===== config.mk =====
export PLATFORM = sky130hd
export DESIGN_NAME = wb_word_port
export DESIGN_NICKNAME = d
export VERILOG_FILES = /design/src/rtl/lc3b_types.sv /design/src/rtl/req_fifo.sv /design/src/rtl/wb_word_port.sv
export SDC_FILE = /design/constraint.sdc
export NUM_CORES = 1
export LEC_CHECK = 0
export BUFFER_PORTS_ARGS = -buffer_cell sky130_fd_sc_hd__buf_2
export CAP_MARGIN = 10
export CORE_AREA = 2 2 133 135
export DETAILED_ROUTE_END_ITERATION = 6
export DIE_AREA = 0 0 135 137
export GPL_TIMING_DRIVEN = 0
export PLACE_DENSITY = 0.65
export SLEW_MARGIN = 20
export SYNTH_ARGS = -nofsm -noshare
export SYNTH_HDL_FRONTEND = slang
export SYNTH_SLANG_ARGS = --single-unit

===== constraint.sdc =====
create_clock -name clk -period 3.13 [get_ports clk]
set_input_delay 0 -clock clk [delete_from_list [all_inputs] [get_ports clk]]
set_output_delay 0 -clock clk [all_outputs]
set_load 0.05 [all_outputs]

===== src/rtl/lc3b_types.sv =====
// Shared types for the Wishbone word port: controller state encoding and
// small elaboration-time helpers.
package lc3b_types;

  typedef enum logic [1:0] {
    IDLE    = 2'd0,
    BUS     = 2'd1,
    BACKOFF = 2'd2
  } port_state_e;

  // Bit width needed to count 0..n-1, never below one bit.
  function automatic int min1_clog2(input int n);
    return (n <= 2) ? 1 : $clog2(n);
  endfunction

endpackage


===== src/rtl/req_fifo.sv =====
// In-order request queue. Storage is read combinationally at the read
// pointer so the head entry is visible in the cycle right after it is written.
module req_fifo #(
  parameter int WIDTH = 8,
  parameter int DEPTH = 2
) (
  input  logic                     clk,
  input  logic                     rst_n,
  input  logic                     push,
  input  logic                     pop,
  input  logic [WIDTH-1:0]         din,
  output logic [WIDTH-1:0]         dout,
  output logic [$clog2(DEPTH):0]   count
);

  localparam int PTR_W = $clog2(DEPTH);
  localparam int CNT_W = PTR_W + 1;

  logic [WIDTH-1:0] mem [DEPTH];
  logic [PTR_W-1:0] wr_ptr;
  logic [PTR_W-1:0] rd_ptr;
  logic             do_push;
  logic             do_pop;

  // A push into a full queue or a pop from an empty one is dropped.
  assign do_push = push && (count != CNT_W'(DEPTH));
  assign do_pop  = pop && (count != '0);
  assign dout    = mem[rd_ptr];

  // Entry storage needs no reset; count decides what is valid.
  always_ff @(posedge clk) begin
    if (do_push) mem[wr_ptr] <= din;
  end

  // Pointers wrap naturally since DEPTH is a power of two.
  always_ff @(posedge clk or negedge rst_n) begin
    if (!rst_n) begin
      wr_ptr <= '0;
      rd_ptr <= '0;
      count  <= '0;
    end else begin
      if (do_push) wr_ptr <= wr_ptr + 1'b1;
      if (do_pop)  rd_ptr <= rd_ptr + 1'b1;
      case ({do_push, do_pop})
        2'b10:   count <= count + 1'b1;
        2'b01:   count <= count - 1'b1;
        default: count <= count;
      endcase
    end
  end

endmodule


===== src/rtl/wb_word_port.sv =====
// Word-wide request port onto a line-wide Wishbone bus, with retry/backoff.
//
// state   | meaning
// IDLE    | queue empty, bus released
// BUS     | head request presented on the bus, waiting for ack or rty
// BACKOFF | one idle bus cycle after a rty before the same request retries
module wb_word_port
  import lc3b_types::*;
#(
  parameter int WORD_W    = 16,
  parameter int LINE_W    = 128,
  parameter int ADDR_W    = 16,
  parameter int DEPTH     = 2,
  parameter int MAX_RETRY = 3
) (
  input  logic                                  clk,
  input  logic                                  rst_n,
  input  logic                                  req_valid,
  output logic                                  req_ready,
  input  logic                                  req_we,
  input  logic [ADDR_W-1:0]                     req_addr,
  input  logic [WORD_W-1:0]                     req_wdata,
  input  logic [WORD_W/8-1:0]                   req_be,
  output logic                                  rsp_valid,
  output logic [WORD_W-1:0]                     rsp_rdata,
  output logic                                  rsp_err,
  output logic [ADDR_W-$clog2(LINE_W/8)-1:0]    wb_adr,
  output logic [LINE_W-1:0]                     wb_dat_m,
  input  logic [LINE_W-1:0]                     wb_dat_s,
  output logic [LINE_W/8-1:0]                   wb_sel,
  output logic                                  wb_we,
  output logic                                  wb_stb,
  output logic                                  wb_cyc,
  input  logic                                  wb_ack,
  input  logic                                  wb_rty
);

  localparam int BYTES    = WORD_W / 8;
  localparam int SEL_W    = LINE_W / 8;
  localparam int BYTE_OFF = $clog2(BYTES);
  localparam int LINE_OFF = $clog2(SEL_W);
  localparam int IDX_W    = LINE_OFF - BYTE_OFF;
  localparam int ENT_W    = 1 + ADDR_W + WORD_W + BYTES;
  localparam int CNT_W    = $clog2(DEPTH) + 1;
  localparam int RTY_W    = min1_clog2(MAX_RETRY + 1);

  port_state_e       state;
  logic [CNT_W-1:0]  q_count;
  logic [ENT_W-1:0]  q_din;
  logic [ENT_W-1:0]  q_dout;
  logic              push;
  logic              pop;
  logic              in_bus;
  logic              final_try;
  logic              more;
  logic [RTY_W-1:0]  retry;

  logic              head_we;
  logic [ADDR_W-1:0] head_addr;
  logic [WORD_W-1:0] head_wdata;
  logic [BYTES-1:0]  head_be;
  logic [IDX_W-1:0]  idx;
  logic [31:0]       bit_sh;
  logic [31:0]       byte_sh;
  logic [WORD_W-1:0] rd_word;

  // Ready depends only on the registered occupancy, never on a same-cycle pop.
  assign req_ready = (q_count < CNT_W'(DEPTH));
  assign push      = req_valid && req_ready;
  assign q_din     = {req_we, req_addr, req_wdata, req_be};

  req_fifo #(
    .WIDTH (ENT_W),
    .DEPTH (DEPTH)
  ) u_req_fifo (
    .clk   (clk),
    .rst_n (rst_n),
    .push  (push),
    .pop   (pop),
    .din   (q_din),
    .dout  (q_dout),
    .count (q_count)
  );

  assign {head_we, head_addr, head_wdata, head_be} = q_dout;

  // Lane selection inside the line is taken from the head entry's address.
  assign idx     = head_addr[LINE_OFF-1:BYTE_OFF];
  assign bit_sh  = 32'(idx) * 32'(WORD_W);
  assign byte_sh = 32'(idx) * 32'(BYTES);

  assign in_bus    = (state == BUS);
  assign final_try = (retry == RTY_W'(MAX_RETRY));
  // A head leaves the queue on ack, or on a rty once the retry budget is spent.
  assign pop       = in_bus && (wb_ack || (wb_rty && final_try));
  // After a pop the bus stays busy if anything is left or arriving this edge.
  assign more      = (q_count > CNT_W'(1)) || push;

  assign wb_stb   = in_bus;
  assign wb_cyc   = in_bus;
  assign wb_we    = in_bus && head_we;
  assign wb_adr   = head_addr[ADDR_W-1:LINE_OFF];
  assign wb_sel   = in_bus ? (SEL_W'(head_be) << byte_sh) : '0;
  assign wb_dat_m = LINE_W'(head_wdata) << bit_sh;
  assign rd_word  = WORD_W'(wb_dat_s >> bit_sh);

  // Sub-word address bits select bytes via req_be, not the lane.
  if (BYTE_OFF > 0) begin : g_lsb
    logic unused_lsb;
    assign unused_lsb = ^head_addr[BYTE_OFF-1:0];
  end

  // Controller: bus sequencing, retry budget and the one-cycle response pulse.
  always_ff @(posedge clk or negedge rst_n) begin
    if (!rst_n) begin
      state     <= IDLE;
      retry     <= '0;
      rsp_valid <= 1'b0;
      rsp_err   <= 1'b0;
      rsp_rdata <= '0;
    end else begin
      rsp_valid <= 1'b0;
      rsp_err   <= 1'b0;
      case (state)
        IDLE: begin
          // A request accepted at this edge goes out on the very next cycle.
          if ((q_count != '0) || push) begin
            state <= BUS;
            retry <= '0;
          end
        end
        BUS: begin
          if (wb_ack) begin
            rsp_valid <= 1'b1;
            rsp_rdata <= head_we ? '0 : rd_word;
            retry     <= '0;
            state     <= more ? BUS : IDLE;
          end else if (wb_rty) begin
            if (final_try) begin
              rsp_valid <= 1'b1;
              rsp_err   <= 1'b1;
              rsp_rdata <= '0;
              retry     <= '0;
              state     <= more ? BUS : IDLE;
            end else begin
              retry <= retry + 1'b1;
              state <= BACKOFF;
            end
          end
        end
        BACKOFF: state <= BUS;
        default: state <= IDLE;
      endcase
    end
  end

endmodule


## Word-level counts from Yosys, hierarchy flattened

Memories as Yosys holds them, arrays and structs flattened.
Index checks and enable logic that the tools add are counted.

| word-level totals | value |
|---|---|
| register bits | 26 |
| bits in writable memories | 70 |
| input bits | 168 |
| logic and storage cells | 70 |
| memories kept | 1 |

| operators by class | value |
|---|---|
| $add $sub $neg | 5 |
| order comparisons | 2 |
| equal/unequal tests | 8 |
| shift operators | 3 |
| multiplexer cells | 25 |
| reductions and logical operators | 18 |

Memories:

| memory | depth | bits a word | rd ports | clocked after memory_dff | wr ports | line | source |
|---|---|---|---|---|---|---|---|
| u_req_fifo.mem | 2 | 35 | 1 | 0 | 1 | req_fifo.sv:19 | `logic [WIDTH-1:0] mem [DEPTH];` |

Operators with widths:

| kind | count |
|---|---|
| 16-bit by 7-bit << shifter with 128-bit output | 1 |
| 128-bit by 7-bit right shift with 16-bit output | 1 |
| 16-bit two-way mux | 5 |
| 2-bit two-way mux | 8 |
| 2-bit by 4-bit << shifter with 16-bit output | 1 |
| 2-bit nonzero test | 5 |
| 1-bit two-way mux | 9 |
| 2-bit case mux with 2 select lines | 2 |
| 2-bit equality test (second input constant) | 3 |
| 1-bit logical AND | 6 |
| 2-bit case mux with 3 select lines | 1 |
| 3-bit AND reduction | 2 |
| 2-bit by 1-bit adder with 2-bit output (second input constant) | 2 |
| 2-bit by 1-bit equality test with 1-bit output (second input constant) | 2 |
| 2-bit inequality test (second input constant) | 2 |
| 1-bit logical OR | 3 |
| 3-bit inequality test (second input constant) | 1 |
| 1-bit adder (second input constant) | 2 |
| 2-bit by 1-bit > comparator with 1-bit output (second input constant) | 1 |
| 2-bit logical NOT | 1 |
| 2-bit < comparator (second input constant) | 1 |
| 2-bit AND reduction | 1 |
| 2-bit by 1-bit subtractor with 2-bit output (second input constant) | 1 |

## Logic depth before layout (Yosys ltp)

| depth | value |
|---|---|
| word-level depth | 8 |
| gate-level depth with buffers | 9 |

## Cells and area by module

From an unflattened synthesis, not the netlist that was laid out.

| unflattened totals | value |
|---|---|
| cell total of the unflattened synthesis | 482 |
| area, all modules | 5,836.8 µm² |

Modules (own cells, without submodules):

| module | times used | cells each | area an instance (µm²) |
|---|---|---|---|
| wb_word_port | 1 | 356 | 2,969.1 |
| req_fifo | 1 | 126 | 2,867.8 |

## Worst setup path before layout

No wires, ideal clock.

| timing | value |
|---|---|
| path kind | reg2reg |
| start | register u_req_fifo.count[0] |
| end | memory u_req_fifo.mem[0][0] (netlist bit) (enable) |
| setup time | 0.425 ns |
| arrival | 2.294 ns |
| path slack | 0.411 ns |
| stages on the path, launching flop included | 6 |
| period minus slack after synthesis | 2.719 ns |
| path through | dfrtp_1 -> inv_1 -> ha_1 -> nor2_1 -> inv_1 -> nor2_1 |

| on the way | value |
|---|---|
| longest elaborated chain between the ends | 5 |

RTL lines:

| element | line | source |
|---|---|---|
| from (decl) | req_fifo.sv:13 | `output logic [$clog2(DEPTH):0] count` |
| from (signal assigned) | req_fifo.sv:45 | `2'b10: count <= count + 1'b1;` |
| from (signal assigned) | req_fifo.sv:46 | `2'b01: count <= count - 1'b1;` |
| from (signal assigned) | req_fifo.sv:47 | `default: count <= count;` |
| 2-bit < comparator | wb_word_port.sv:68 | `assign req_ready = (q_count < CNT_W'(DEPTH));` |
| 1-bit logical AND | wb_word_port.sv:69 | `assign push = req_valid && req_ready;` |
| 1-bit logical AND (*) | req_fifo.sv:26 | `assign do_push = push && (count != CNT_W'(DEPTH));` |
| 1-bit two-way mux (*) | req_fifo.sv:32 | `if (do_push) mem[wr_ptr] <= din;` |
| 1-bit two-way mux (implied by the code) (*) | req_fifo.sv:32 |  |
| to (decl) | req_fifo.sv:19 |  |

Every way passes the cells marked *; elsewhere a longest branch is shown, timed or not.

## Final worst setup path

| timing | value |
|---|---|
| start | memory u_req_fifo.mem[0][20] (netlist bit) |
| end | output port wb_dat_m[124] |

| on the way | value |
|---|---|
| longest elaborated chain between the ends | 2 |

RTL lines:

| element | line | source |
|---|---|---|
| memory read 2 x 35 bit | -- |  |
| 16-bit by 7-bit << shifter with 128-bit output | wb_word_port.sv:104 | `assign wb_dat_m = LINE_W'(head_wdata) << bit_sh;` |
| to (decl) | wb_word_port.sv:28 | `output logic [LINE_W-1:0] wb_dat_m,` |

Every way passes these cells.

==> flow_metrics.env <==
export IMPL_cts_hold_repair_buffers=39
export IMPL_critical_path_required_ns=3.13
export IMPL_nFillCells=1705
export IMPL_worst_slew_pin_slew_ns=0.998
export IMPL_place_inst=1239
export IMPL_synth_top_cell_area_share_pct=35.0
export IMPL_antenna_cells=0
export IMPL_synth_top_family_by_area="simple AND/OR/NAND/NOR gates"
export IMPL_final_hold_viol_count=0
export IMPL_max_clock_freq_mhz=380
export IMPL_hold_class="in2reg"
export IMPL_numCtsBuffers=9
export IMPL_p_sw_mw=4.81
export IMPL_dr_pass1_iters=5
export IMPL_cts_setup_buffers=0
export IMPL_synth_ff_type="edfxtp_1"
export IMPL_grt_max_degree=27
export IMPL_intPower_mw=3.87
export IMPL_fp_dieH_microns=137
export IMPL_ff2ff_path_depth=6
export IMPL_synth_adder_area_share_pct=1.07
export IMPL_peakVddDrop_v=0.000684
export IMPL_rsz0062_at_grt="false"
export IMPL_synth_distinct_cells=47
export IMPL_worstPathMaxFanout=10
export IMPL_outcome="complete, no violations"
export IMPL_pwr_share_clk_pct=13.3
export IMPL_gp_congestion=0.873
export IMPL_final_cells=1294
export IMPL_yosys_area_share_simple_pct=23.9
export IMPL_start_util_pct=34.2
export IMPL_dieArea_sq_um=18500
export IMPL_ys_seq_area_share_pct=46.1
export IMPL_cp_arrival_ns=2.63
export IMPL_drcViolationCount=0
export IMPL_switching_share_pct=55.4
export IMPL_netlist_area_sq_um=5840
export IMPL_ys_seq_elements=94
export IMPL_cts_reportedPaths_clkPinSlew_ns=0.08
export IMPL_yosys_top_cells_area="edfxtp_1 (35%), nor2_1 (12%), dfrtp_1 (11%)"
export IMPL_synth_compound_area_share_pct=15.3
export IMPL_p_total_mw=8.68
export IMPL_grt_overflow=0
export IMPL_finalMaxSlewViolations=0
export IMPL_pwr_share_seq_pct=21.5
export IMPL_period_share_pct=84.0
export IMPL_min_path_cells=4
export IMPL_coreArea_sq_um=17100
export IMPL_syn_nets=841
export IMPL_synth_largest_area_cell="edfxtp_1"
export IMPL_synth_mux_area_share_pct=6.36
export IMPL_routed_via_count=6605
export IMPL_grt_pass1_vias=5900
export IMPL_finalNetCount=1237
export IMPL_synth_commonest_cells="nor2_1 (185), nand2_1 (75), edfxtp_1 (68)"
export IMPL_ys_warn_count=0
export IMPL_die_x_microns=135
export IMPL_skew_ns=0.0125
export IMPL_synth_avg_cell_area_sq_um=8.74
export IMPL_path_class="reg2out"
export IMPL_post_cts_resized=0
export IMPL_drt_iter0_drc=460
export IMPL_cp_end_kind="primary output"
export IMPL_p_per_area_nw_per_um2=1010
export IMPL_clk_path_buf_depth=2
export IMPL_ys_async_sr_fraction_pct=27.7
export IMPL_maxSlewHeadroom_pct=31.6
export IMPL_grt_first_pass_wirelength_microns=33000
export IMPL_insertion_delay_ns=0.35
export IMPL_via_per_inst=5.10
export IMPL_share_comb_of_total_power_pct=65.2
export IMPL_leakage_nw=4.28
export IMPL_synth_xor_area_share_pct=0.600
export IMPL_grt_util_all_layers_pct=23.5
export IMPL_io_buffers=344
export IMPL_routed_wl_microns=23200
export IMPL_setup_viol=0
export IMPL_area_growth_pct=47.2
export IMPL_dp_final_hpwl_microns=17800
export IMPL_holdWs_ns=0.0156
export IMPL_synthCells=668
export IMPL_final_util_pct=50.4
export IMPL_cts_tree="yes"
export IMPL_cts_root_buf="clkbuf_16"
export IMPL_ant_nets=0
export IMPL_fin_crit_ns=2.63
export IMPL_cts_num_sinks=94
export IMPL_drv_cap=0
export IMPL_h_tree_depth=3
export IMPL_antenna_found_initial=0
export IMPL_worstSetupStartpointType="register"
export IMPL_io_pins=346
export IMPL_wire_per_inst_microns=17.9
export IMPL_synth_edf_count=68
export IMPL_drive_gt1_share_pct=40.0
export IMPL_synth_most_common_cell="nor2_1"
export IMPL_fp_row_count=48
[final timing paths]
path,startpoint,to,slack (ns)
max,u_req_fifo.mem[0][20],wb_dat_m[124],0.50
min,wb_dat_s[10],rsp_rdata[10],0.02
max reg2reg,u_req_fifo.rd_ptr,rsp_rdata[4],0.95
min reg2reg,rsp_rdata[8],rsp_rdata[8],0.49
max in group asynchronous,rst_n,u_req_fifo.count[1],2.46
min in group asynchronous,rst_n,rsp_rdata[4],0.23
[registers in the layout (all words and copies together) (netlist names)]
name / cells
retry: 2
rsp_valid: 1
u_req_fifo.mem: 68
u_req_fifo.wr_ptr: 1
rsp_err: 1
u_req_fifo.count: 2
u_req_fifo.rd_ptr: 1
rsp_rdata: 16
state: 2
[metal layers]
layer / up-vias / GRT usage (%) / share of wire (%)
met4: 0 / 6.54 / 1.7
li1: 3125 / - / -
met2: 337 / 39.9 / 48
met1: 3112 / 30.1 / 41
met3: 31 / 5.52 / 8.7
met5: - / 0 / 0
[area by class of cell]
class / count / area, sq um / area share, %
inverter: 21 / 78.8 / 0.917
sequential: 94 / 2690 / 31.3
clock buffer: 9 / 225 / 2.62
multi-input combinational: 506 / 2770 / 32.2
buffer: 47 / 310 / 3.61
clock inverter: 7 / 87.6 / 1.02
timing repair buffer: 385 / 2150 / 25.0
tap: 225 / 282 / 3.28
[metrics by stage]
step / setup TNS [ns] / instance area [sq um] / setup WS [ns]
finish: 0 / 8600 / 0.500
global route: 0 / 8600 / 0.368
CTS: 0 / 8600 / 0.475
detailed placement: 0 / 7890 / 0.870
global placement: -18.13 / 7840 / -0.535
floorplan: 0 / 5840 / 0.411
[cells in the final DEF, fill, tap and decap left out, types with 7 or more instances in the layout]
| master | count |
|---|---|
| mux2i_1 | 21 |
| buf_6 | 9 |
| nor3_1 | 17 |
| o21ai_1 | 7 |
| a21oi_1 | 32 |
| nand3_1 | 17 |
| clkbuf_1 | 7 |
| inv_1 | 21 |
| nand2_1 | 75 |
| o21ai_0 | 12 |
| a31oi_1 | 16 |
| buf_2 | 368 |
| o22ai_1 | 17 |
| dlygate4sd3_1 | 39 |
| a211oi_1 | 17 |
| nand2b_1 | 14 |
| a32o_1 | 17 |
| dfrtp_1 | 26 |
| mux2_2 | 13 |
| clkbuf_16 | 9 |
| or2b_1 | 7 |
| edfxtp_1 | 68 |
| nor2_1 | 184 |
[kinds of logic (layout without fill, tap and decap cells)]
group	after synthesis	after routing
AO/OA/AOI/OAI	131	131
XOR/XNOR	4	4
adder cells (fa/ha/maj)	5	5
buffers and inverters	68	469
flip-flops	94	94
multiplexers	35	35
AND/OR/NAND/NOR	331	331
[power by group through the flow]
stage | sequential, mW | combinational (mW) | clock [mW]
2_1_floorplan | 2.25 | 3.74 | 0
3_3_place_gp | 1.89 | 5.52 | 0
3_5_place_dp | 1.89 | 5.59 | 0
4_1_cts | 1.86 | 5.65 | 1.19
5_1_grt | 1.90 | 5.99 | 1.23
6_report | 1.86 | 5.66 | 1.16
[critical path: stages, from the launching register on]
cell and delay, ns:
edfxtp_1 0.46, nor2b_1 0.18, a32oi_1 0.43, or2_2 0.20, clkbuf_1 0.33, buf_2 0.34, nor2_1 0.09, buf_2 0.26
(Power assumes the default switching activity.)
